--- src/rtl/rv32_pkg.sv ---
// Shared RV32 pipeline definitions: datapath width, the canonical NOP and the IF stage states.
package rv32_pkg;

  localparam int XLEN = 32;
  localparam logic [XLEN-1:0] NOP_INSTR = 32'h0000_0013;

  typedef enum logic [1:0] {
    FETCH   = 2'd0,
    HOLD    = 2'd1,
    DISCARD = 2'd2
  } ifu_state_t;

endpackage

--- src/rtl/if_id_pipeline_reg.sv ---
// IF/ID pipeline register: load a fetched word, flush to an invalid NOP, or hold.
// reset_n is synchronous and active-low; load wins over flush.
module if_id_pipeline_reg
  import rv32_pkg::*;
#(
  parameter int PC_INCR = 4
) (
  input  logic            clk,
  input  logic            reset_n,
  input  logic            load,
  input  logic            flush,
  input  logic [XLEN-1:0] pc,
  input  logic [XLEN-1:0] instr,
  output logic [XLEN-1:0] pc_id,
  output logic [XLEN-1:0] pc_plus4_id,
  output logic [XLEN-1:0] instr_id,
  output logic            valid_id
);

  always_ff @(posedge clk) begin
    if (!reset_n) begin
      pc_id       <= '0;
      pc_plus4_id <= '0;
      instr_id    <= NOP_INSTR;
      valid_id    <= 1'b0;
    end else if (load) begin
      pc_id       <= pc;
      pc_plus4_id <= pc + XLEN'(PC_INCR);
      instr_id    <= instr;
      valid_id    <= 1'b1;
    end else if (flush) begin
      // PC fields keep their last value; only the slot is invalidated
      instr_id    <= NOP_INSTR;
      valid_id    <= 1'b0;
    end
  end

endmodule

--- src/rtl/instruction_fetch_unit.sv ---
// RV32IM instruction fetch stage: PC, memory request FSM and IF/ID register.
// Optional macro IFU_PERF_CNT_EN adds FETCH_COUNT / BUBBLE_COUNT outputs.
module instruction_fetch_unit
  import rv32_pkg::*;
#(
  parameter logic [31:0] RESET_PC = 32'h0000_0000,
  parameter int          PC_INCR  = 4
) (
  input  logic        CLK,
  input  logic        RESET,
  input  logic        STALL,
  input  logic        BRANCH_TAKEN,
  input  logic [31:0] BRANCH_TARGET,
  output logic [31:0] IMEM_ADDR,
  output logic        IMEM_READ,
  input  logic [31:0] IMEM_READDATA,
  input  logic        IMEM_BUSY_WAIT,
  output logic        FETCH_BUSY,
  output logic [31:0] INSTRUCTION_ID,
  output logic [31:0] PC_ID,
  output logic [31:0] PC_PLUS4_ID,
  output logic        VALID_ID
`ifdef IFU_PERF_CNT_EN
  ,
  output logic [31:0] FETCH_COUNT,
  output logic [31:0] BUBBLE_COUNT
`endif
);

  ifu_state_t      state_reg, state_next;
  logic [XLEN-1:0] pc_reg, pc_next;
  logic [XLEN-1:0] hold_reg, hold_next;
  logic [XLEN-1:0] stale_reg, stale_next;
  logic [XLEN-1:0] load_instr;
  logic            load, flush;
  logic            complete, in_flight;

  assign IMEM_READ  = RESET && (state_reg != HOLD);
  assign IMEM_ADDR  = (state_reg == DISCARD) ? stale_reg : pc_reg;
  assign FETCH_BUSY = IMEM_READ && IMEM_BUSY_WAIT;
  assign complete   = IMEM_READ && !IMEM_BUSY_WAIT;
  assign in_flight  = FETCH_BUSY;

  always_comb begin
    state_next = state_reg;
    pc_next    = pc_reg;
    hold_next  = hold_reg;
    stale_next = stale_reg;
    load       = 1'b0;
    flush      = 1'b0;
    load_instr = IMEM_READDATA;
    if (BRANCH_TAKEN) begin
      // A redirect beats stall and completion; an in-flight access must still be drained
      pc_next    = {BRANCH_TARGET[31:2], 2'b00};
      flush      = 1'b1;
      hold_next  = '0;
      state_next = in_flight ? DISCARD : FETCH;
      if (in_flight) stale_next = IMEM_ADDR;
    end else begin
      unique case (state_reg)
        FETCH: begin
          if (complete && !STALL) begin
            load    = 1'b1;
            pc_next = pc_reg + XLEN'(PC_INCR);
          end else if (complete) begin
            hold_next  = IMEM_READDATA;
            state_next = HOLD;
          end else if (!STALL) begin
            flush = 1'b1;
          end
        end
        HOLD: begin
          if (!STALL) begin
            load       = 1'b1;
            load_instr = hold_reg;
            pc_next    = pc_reg + XLEN'(PC_INCR);
            state_next = FETCH;
          end
        end
        DISCARD: begin
          flush = !STALL;
          if (complete) state_next = FETCH;
        end
        default: state_next = FETCH;
      endcase
    end
  end

  always_ff @(posedge CLK) begin
    if (!RESET) begin
      state_reg <= FETCH;
      pc_reg    <= RESET_PC;
      hold_reg  <= '0;
      stale_reg <= '0;
    end else begin
      state_reg <= state_next;
      pc_reg    <= pc_next;
      hold_reg  <= hold_next;
      stale_reg <= stale_next;
    end
  end

  if_id_pipeline_reg #(
    .PC_INCR (PC_INCR)
  ) u_if_id (
    .clk         (CLK),
    .reset_n     (RESET),
    .load        (load),
    .flush       (flush),
    .pc          (pc_reg),
    .instr       (load_instr),
    .pc_id       (PC_ID),
    .pc_plus4_id (PC_PLUS4_ID),
    .instr_id    (INSTRUCTION_ID),
    .valid_id    (VALID_ID)
  );

`ifdef IFU_PERF_CNT_EN
  logic [31:0] fetch_count_reg, bubble_count_reg;

  always_ff @(posedge CLK) begin
    if (!RESET) begin
      fetch_count_reg  <= '0;
      bubble_count_reg <= '0;
    end else begin
      if (load)  fetch_count_reg  <= fetch_count_reg + 32'd1;
      if (flush) bubble_count_reg <= bubble_count_reg + 32'd1;
    end
  end

  assign FETCH_COUNT  = fetch_count_reg;
  assign BUBBLE_COUNT = bubble_count_reg;
`endif

endmodule
--- config.mk ---
export PLATFORM = sky130hd
export DESIGN_NAME = instruction_fetch_unit
export DESIGN_NICKNAME = d
export VERILOG_FILES = /design/src/rtl/rv32_pkg.sv /design/src/rtl/if_id_pipeline_reg.sv /design/src/rtl/instruction_fetch_unit.sv
export SDC_FILE = /design/constraint.sdc
export NUM_CORES = 1
export LEC_CHECK = 0
export ABC_AREA = 0
export BUFFER_PORTS_ARGS = -buffer_cell sky130_fd_sc_hd__buf_4
export CORE_MARGIN = 4
export CORE_UTILIZATION = 48
export CTS_CLUSTER_DIAMETER = 100
export DETAILED_ROUTE_END_ITERATION = 6
export PLACE_DENSITY_LB_ADDON = 0.25
export SYNTH_ARGS = -nofsm -noshare
export SYNTH_HDL_FRONTEND = slang
export SYNTH_SLANG_ARGS = --single-unit
--- constraint.sdc ---
create_clock -name CLK -period 2.3 [get_ports CLK]
set_clock_uncertainty 0.1 [all_clocks]
set_input_delay 0.115 -clock CLK [delete_from_list [all_inputs] [get_ports CLK]]
set_output_delay 0.115 -clock CLK [all_outputs]
set_load 0.01 [all_outputs]
==> metrics.log <==
[metrics] sequential fraction of the synthesis area: 44.1%
[metrics] cell count after synthesis: 1005
[metrics] vias in the first global route: 7635
[metrics] Die Wd: 142 um
[metrics] distinct cell type count of the synthesized netlist: 46
[metrics] grt total ovfl: 0
[metrics] number of rows created at floorplan: 48
[metrics] RSZ-0062 raised after global routing: no
[metrics] Pwr Density: 640 nW/um^2
[metrics] maximum buffer depth of the clock tree: 2
[metrics] peak ir drop on the vdd network: 529 uV
[metrics] Routed Wire Length: 23.8 mm
[metrics] max-cap violations: 0
[metrics] DRC: 0
[metrics] number of buffers inserted during clock tree synthesis: 17
[metrics] number of design-rule violations left by the first detailed-router iteration: 509
[metrics] vertical die dimension: 142 um
[metrics] antenna-violating nets left: 0
[metrics] Placer Congestion: 0.867
[metrics] number of top-level pins: 200
[metrics] Yosys top cell by area: dfxtp_1
[metrics] share of flip-flops with an asynchronous set or reset: 0%
[metrics] worst-case hold slack: 0.0526 ns
[metrics] routed wirelength normalized by instance count: 16.3 um
[metrics] Core ar.: 17400 sq um
[metrics] global-route usage over all layers: 23.2%
[metrics] final critical-path required period: 2.13 ns
[metrics] die footprint: 20100 sq um
[metrics] CTS H-Tree Depth: 4
[metrics] final setup fails: 0
[metrics] buffers added on ports: 193
[metrics] Setup Crit Path Kind: reg -> out
[metrics] main area contributors after synthesis: dfxtp_1 44%, nand2_1 8.3%, o211a_1 4.8%
[metrics] summed negative setup slack over all endpoints: 0 ns
[metrics] Worst-Skew Late Latency: 0.42 ns
[metrics] worst-margin pin slew: 0.627 ns
[metrics] average size of a mapped cell: 8.53 sq um
[metrics] synth cell count leaders: 190 x nand2_1, 189 x dfxtp_1, 78 x a21oi_1, 78 x o21ai_0, 63 x clkbuf_1
[metrics] Worst Path Required: 2.09 ns
[metrics] Final period util: 92.4%
[metrics] total of hold buffers inserted after clock tree synthesis: 65
[metrics] vias per cell: 5.37
[metrics] Diodes inserted: 0
[metrics] number of optimization iterations in the first detailed-route pass: 5
[metrics] most numerous cell in the Yosys netlist: nand2_1
[metrics] run status: finished, final reports clean
[metrics] Initial Util: 49.2%
[metrics] number of failing hold endpoints at the final stage: 0
[metrics] sum of net half-perimeters after detailed placement: 15.3 mm
[metrics] net count of the finished layout: 1297
[metrics] top-area cell type share of the netlist area: 44.1%
[metrics] cell area after technology mapping: 8570 sq um
[metrics] CP Launch Type: register
[metrics] number of enable flip-flop cells after synthesis: 0
[metrics] number of synthesis warnings: 0
[metrics] TritonCTS clock tree: yes
[metrics] global-route wire length before repair: 38.3 mm
[metrics] class of the tightest hold or removal check: in -> reg
[metrics] Seq cells post-synth: 189
[metrics] Arrival @ worst endpoint: 1.91 ns
[metrics] cells resized by post-CTS repair: 0
[metrics] leakage power summed over all cells: 4.86 nW
[metrics] number of clock sinks: 189
[metrics] overall via count from detail_route: 7846
[metrics] maximum fanout along the worst path: 18
[metrics] ys flop type: dfxtp_1
[metrics] Area growth, synth to finish: 34.1%
[metrics] maximum clock frequency: 470 MHz
[metrics] root buf cell: clkbuf_16
[metrics] antenna violations before repair: 0
[metrics] Setup Buffers After CTS: 0
[metrics] clock-pin slew on the worst setup and hold paths: 0.06 ns
[metrics] Relative slew margins: 58.2%
[metrics] critical path capture point type: primary output
[metrics] number of pins with negative max-slew slack in the final report: 0
[metrics] proportion of layout cells with a drive suffix above 1: 24.8%
[metrics] layout filler cell count: 1473
[metrics] pin count of the biggest net entering global routing: 158
[power breakdown]
group | switching (mW) | internal (mW) | total [mW]
Clock | 1.20 | 1.74 | 2.95
Sequential | 0.0956 | 3.38 | 3.48
Combinational | 0.455 | 0.479 | 0.934
[cell usage in the layout (no fill, tap or decap), types with 4 or more instances in the layout]
cell,instances
nor3_1,10
nor3_2,5
or3_1,6
a21boi_0,30
dlygate4sd3_1,65
buf_4,230
and3_1,6
o21ai_0,78
clkbuf_16,17
nand2_1,190
nor2_1,21
xnor2_1,27
nor4_1,4
o21ai_1,4
nand2b_1,32
o211ai_1,4
nand4_1,15
a211oi_1,4
conb_1,4
a21oi_1,78
mux2_2,32
dfxtp_1,189
nand3_1,14
buf_12,4
mux2i_1,30
xor2_1,19
and2_1,34
o211a_1,41
[worst max-delay path, cell delays in order, from the launching register on]
cell and delay (ns):
dfxtp_1 0.36, buf_4 0.18, nor2b_4 0.12, buf_4 0.28, mux2_2 0.40, buf_4 0.15
[metrics by stage]
stage	instance area [sq um]	cells	utilization [%]	setup slack [ns]	power [mW]
finish	11500	1461	66.0	0.174	7.36
global route	11500	1461	66.0	0.0567	7.63
CTS	11500	1461	66.0	0.148	7.40
detailed placement	10300	1368	59.0	0.195	4.39
global placement	10300	1368	59.0	0.215	4.37
floorplan	8580	1008	-	0.335	4.01
[cells by family (layout without fill, tap and decap cells)]
| kind of cell | count (synthesis) | in the layout | synth area share [%] |
|---|---|---|---|
| buffers and inverters | 101 | 329 | 5.09 |
| AOI/OAI and AO/OA | 248 | 248 | 18.1 |
| other | 1 | 4 | 0.0437 |
| xor gates and xnor gates | 46 | 46 | 4.70 |
| muxes | 62 | 62 | 7.71 |
| DFF | 189 | 189 | 44.1 |
| adders and majority gates | 1 | 1 | 0.146 |
| and+or+nand+nor | 357 | 357 | 20.0 |
[worst paths after layout]
| kind | start | endpoint | slack, ns | depth (start not counted) |
|---|---|---|---|---|
| worst min-delay path | BRANCH_TAKEN | pc_reg[23] | 0.05 | 3 |
| worst max register to register | pc_reg[2] | pc_reg[18] | 0.19 | 5 |
| worst min register to register | hold_reg[16] | hold_reg[16] | 0.35 | 2 |
| worst max-delay path | state_reg[0] | IMEM_ADDR[29] | 0.17 | 5 |
[layout make-up]
type                    instances  area (sq um)  share of cell area (%)
multi-input cells             718          4390                    38.2
flip-flops and latches        189          3780                    32.9
repair buffers                299          2460                    21.4
clock buffers                  21           460                    4.00
well taps                     225           282                    2.45
clock inverters                 7           116                    1.01
inverters                       2          7.51                  0.0653
[metal layers]
metal / GRT usage [%] / wire, um / vias to the layer above
li1: - / - / 3867
met1: 30.7 / 10400 / 3678
met2: 38.8 / 11500 / 257
met3: 4.08 / 1390 / 44
met4: 7.32 / 460 / 0
met5: 0 / 0 / -
Note: power is estimated with default switching activity, not from simulation.
